**src/rtl/mult_seq.sv**
```systemverilog
// Sequential shift-add multiplier controller: a Moore FSM that steers an external datapath.
// Define MULT_SEQ_EARLY_EXIT_EN to finish as soon as the multiplier register reaches zero.
module mult_seq #(
  parameter int unsigned WIDTH = 8
) (
  input  logic                   CLK,
  input  logic                   RST_N,
  input  logic                   START,
  input  logic                   MPLR_LSB,
  input  logic                   MPLR_ZERO,
  output logic [1:0]             SEL_A,
  output logic [1:0]             SEL_B,
  output logic                   CLR,
  output logic                   LD,
  output logic                   BUSY,
  output logic                   DONE,
  output logic [$clog2(WIDTH):0] CYC_CNT
);

  localparam int unsigned CntW = $clog2(WIDTH) + 1;
  localparam logic [CntW-1:0] CntMax = CntW'(WIDTH);

  localparam logic [1:0] SelHold  = 2'b00;
  localparam logic [1:0] SelLoad  = 2'b01;
  localparam logic [1:0] SelShl   = 2'b10;
  localparam logic [1:0] SelShr   = 2'b11;

  typedef enum logic [2:0] {
    StIdle  = 3'd0,
    StLoad  = 3'd1,
    StTest  = 3'd2,
    StAdd   = 3'd3,
    StShift = 3'd4,
    StDone  = 3'd5
  } state_e;

  state_e          state_q, state_d;
  logic [CntW-1:0] cnt_q, cnt_d;
  logic            finish;

  // Termination condition evaluated in TEST; early exit has priority over ADD/SHIFT.
`ifdef MULT_SEQ_EARLY_EXIT_EN
  assign finish = MPLR_ZERO || (cnt_q == CntMax);
`else
  logic unused_mplr_zero;
  assign unused_mplr_zero = MPLR_ZERO;
  assign finish = (cnt_q == CntMax);
`endif

  always_ff @(posedge CLK or negedge RST_N) begin
    if (!RST_N) begin
      state_q <= StIdle;
      cnt_q   <= '0;
    end else begin
      state_q <= state_d;
      cnt_q   <= cnt_d;
    end
  end

  // Next state and counter update.
  always_comb begin
    state_d = state_q;
    cnt_d   = cnt_q;
    case (state_q)
      StIdle: begin
        if (START) state_d = StLoad;
      end
      StLoad: begin
        cnt_d   = '0;
        state_d = StTest;
      end
      StTest: begin
        if (finish)        state_d = StDone;
        else if (MPLR_LSB) state_d = StAdd;
        else               state_d = StShift;
      end
      StAdd: begin
        state_d = StShift;
      end
      StShift: begin
        // Saturate so the count can never pass WIDTH.
        if (cnt_q != CntMax) cnt_d = cnt_q + 1'b1;
        state_d = StTest;
      end
      StDone: begin
        // Wait for button release so a held START never retriggers.
        if (!START) state_d = StIdle;
      end
      default: begin
        state_d = StIdle;
      end
    endcase
  end

  // Moore output decode.
  always_comb begin
    SEL_A = SelHold;
    SEL_B = SelHold;
    CLR   = 1'b0;
    LD    = 1'b0;
    BUSY  = 1'b0;
    DONE  = 1'b0;
    case (state_q)
      StLoad: begin
        SEL_A = SelLoad;
        SEL_B = SelLoad;
        CLR   = 1'b1;
        BUSY  = 1'b1;
      end
      StTest: begin
        BUSY = 1'b1;
      end
      StAdd: begin
        LD   = 1'b1;
        BUSY = 1'b1;
      end
      StShift: begin
        SEL_A = SelShl;
        SEL_B = SelShr;
        BUSY  = 1'b1;
      end
      StDone: begin
        DONE = 1'b1;
      end
      default: ;
    endcase
  end

  assign CYC_CNT = cnt_q;

endmodule

```
**config.mk**
```make
export PLATFORM = sky130hd
export DESIGN_NAME = mult_seq
export DESIGN_NICKNAME = d
export VERILOG_FILES = /design/src/rtl/mult_seq.sv
export SDC_FILE = /design/constraint.sdc
export NUM_CORES = 1
export LEC_CHECK = 0
export ABC_CLOCK_PERIOD_IN_PS = 1320
export CAP_MARGIN = 20
export CORE_AREA = 2 2 39 41
export CTS_CLUSTER_SIZE = 40
export DETAILED_ROUTE_END_ITERATION = 7
export DIE_AREA = 0 0 41 43
export PLACE_DENSITY = 0.68
export SLEW_MARGIN = 10
export SYNTH_ARGS = -nofsm -noshare
export SYNTH_HDL_FRONTEND = slang
export SYNTH_SLANG_ARGS = --single-unit
```
**constraint.sdc**
```tcl
create_clock -name CLK -period 1.32 [get_ports CLK]
set_input_delay 0.198 -clock CLK [delete_from_list [all_inputs] [get_ports CLK]]
set_output_delay 0.198 -clock CLK [all_outputs]
set_load 0.03 [all_outputs]
```
==> metrics.md <==
| Metric | Value |
|---|---|
| Status | `finished with violations` |
| Failing checks | `negative setup slack` |
| Critical path type | `reg2out` |
| First-pass GRT wire length | `1.99 mm` |
| Initial Util | `34.5%` |
| Yosys cell types | `24` |
| Vias | `481` |
| Hold_ws | `0.190 ns` |
| Maximum VDD drop | `1340 uV` |
| Pin count of the biggest net entering global routing | `8` |
| # clock sinks | `7` |
| Tightest Hold Check Type | `in2async` |
| Skew final | `0.00782 ns` |
| CTS Buffer Depth | `2` |
| GRT Overall Usage | `16.8%` |
| DR iter-0 viols | `4` |
| Setup TNS Final | `-1.18 ns` |
| GPL Wtd Cong | `0.751` |
| Crit path required time | `1.12 ns` |
| Largest cells by area after synthesis | `dfrtp_1, ha_1, buf_6, inv_1, nor2_1` |
| Yosys warns | `0` |
| Sequential share of the synthesized area | `36.6%` |
| CP Max Fanout | `3` |
| Buffers on Ports | `15` |
| Yosys reg bits | `7` |
| Layout cells sized above 1 | `66.3%` |
| Non-filler instance count after layout | `96` |
| TritonCTS clock tree | `built` |
| Inst Count DP | `85` |
| CTS Hold Bufs | `0` |
| Final Max Tran Viols | `0` |
| WL/cell | `14.3 um` |
| Area leader, netlist | `dfrtp_1` |
| DR vias/cell | `5.01` |
| Fin nets | `88` |
| Fill count | `118` |
| Fin. Hold Viols | `0` |
| Syn Std Cell Area | `478 sq um` |
| Core ar. | `0.00138 sq mm` |
| Antenna diodes | `0` |
| Area used by multi-input combinational logic | `319 sq um` |
| Max transition margin | `77.9%` |
| Final Critical Period | `1.46 ns` |
| Detailed Place HPWL | `878 um` |
| Antenna violations before repair | `0` |
| Final Cell Area | `876 sq um` |
| Yosys top cell area share | `36.6%` |
| CP startpoint kind | `register` |
| DIE AREA | `0.00176 sq mm` |
| Unrepaired setup endpoints after global routing | `yes` |
| Worst setup margin | `-0.137 ns` |
| # IOs | `17` |
| Slew @ Worst Pin | `0.330 ns` |
| Antenna viol nets, final | `0` |
| FF+latch area | `179 sq um` |
| Placed cell areas | `701 sq um` |
| Static Leak | `0.420 nW` |
| Die X | `41 um` |
| Worst EP arrival | `1.26 ns` |
| Residual DRC | `0` |
| Fmax | `686 MHz` |
| Final WL | `1.37 mm` |
| Vias in the first global route | `456` |
| Final core utilization | `63.3%` |
| CTS Root Cell | `clkbuf_4` |
| Synthesis-to-layout area growth | `83.2%` |
| Clk slew on worst S/H paths | `0.07 ns` |
| Mean Syn Cell Area | `10.2 sq um` |
| Final Cycle Share | `110%` |
| Setup-failing EPs final | `11` |
| CTS Buf Count | `3` |
| Dpl ws | `-0.0272 ns` |
| Reg2Reg Setup Slack | `-0.12 ns` |
| Worst skew pair latency | `0.27 ns` |
| Pre-antenna DRT Iters | `4` |
| Number of cells produced by synthesis | `47` |
| Maxcap violations | `0` |
| Syn nets | `54` |
| Power Dens Cells | `2520 mW/mm^2` |
| Total grt overflow | `0` |
| Htree depth | `1` |
| Die Y | `43 um` |
| Row Count | `14` |
| Tot Pwr | `2.21 mW` |
| Nature of the critical path endpoint | `output pin` |
-- worst max-delay path, cell delays in order, from the launching register on --
cell and delay [ns]:
dfrtp_2 0.45, nor3b_4 0.25, nor2_2 0.09, inv_1 0.07, buf_6 0.12
-- layer usage --
layer | routed length (um) | part of all wire, % | track usage (%) | vias up
met5 | 0 | 0 | 0 | -
met4 | 0 | 0 | 4.67 | 0
met3 | 69 | 5.0 | 6.28 | 0
met2 | 705 | 51 | 26.3 | 11
met1 | 597 | 44 | 20.7 | 240
li1 | - | - | - | 230
-- cells in the mapped netlist --
cell and instances:
mux2_4 1, ha_1 2, nor3b_1 1, nor2_1 5
buf_6 2, buf_4 2, a21oi_1 2, dfrtp_1 7
a31o_1 2, a211oi_1 2, inv_1 5, nand3_1 1
o21ai_0 1, nor3b_4 1, nand2_1 2, and3b_2 1
nor3b_2 1, and2_1 1, nand3b_1 2, a21bo_2 1
xnor2_1 1, nand4_2 1, a22o_1 1, o41ai_1 2
-- timing repair --
action	4_1_cts	5_1_grt
setup endpoints to repair	15	16
pin swaps	3	3
resized for setup	25	9
setup buffers	5	3
-- flip-flops by register name, summed over array words and instances, names as in the netlist --
register and count:
CYC_CNT 4, state_q 3
-- report_power, final --
group          switching [mW]  internal (mW)
clock                   0.103          0.112
sequential             0.0924          0.293
combinational           0.820          0.787
-- cell families (layout without fill, tap and decap cells) --
group           count (synthesis)  count (layout)  share of synthesized area (%)
flops                           7               7                           36.6
fa+ha+maj                       2               2                           5.23
xor+xnor                        1               1                           1.83
mux                             1               1                           3.14
buf+inv                         9              42                           11.8
compound gates                 11              11                           17.5
simple gates                   16              16                           23.8
-- worst paths after layout --
kind                             from          to  depth (start not counted)
hold / removal                  RST_N  state_q[2]                          1
min in group CLK                START  state_q[0]                          3
hold reg to reg            CYC_CNT[3]  CYC_CNT[2]                          3
max in group asynchronous       RST_N  CYC_CNT[0]                          1
setup reg to reg           state_q[1]  CYC_CNT[3]                          5
setup / recovery           state_q[1]    SEL_B[0]                          4
-- layout by cell type (no fill, tap or decap), types with 2 or more instances in the layout --
cell and count:
nor2_1 2, inv_1 2, a21oi_1 2, clkbuf_4 3, a31o_1 2, nor3b_4 2
clkdlybuf4s50_1 3, buf_6 14, dlygate4sd2_1 3, dfrtp_2 3, buf_4 12, inv_2 2
a211oi_2 2, nand3b_1 2, dfrtp_1 4, nor2_4 2
-- cell type report --
| class | instances | share of cell area [%] |
|---|---|---|
| tap | 16 | 2.29 |
| inverter | 5 | 2.43 |
| sequential | 7 | 20.4 |
| clock inverter | 1 | 0.571 |
| multi-input combinational | 31 | 36.4 |
| clock buffer | 3 | 2.57 |
| timing repair buffer | 33 | 35.3 |
No activity file was read; power rests on OpenSTA's default activity.
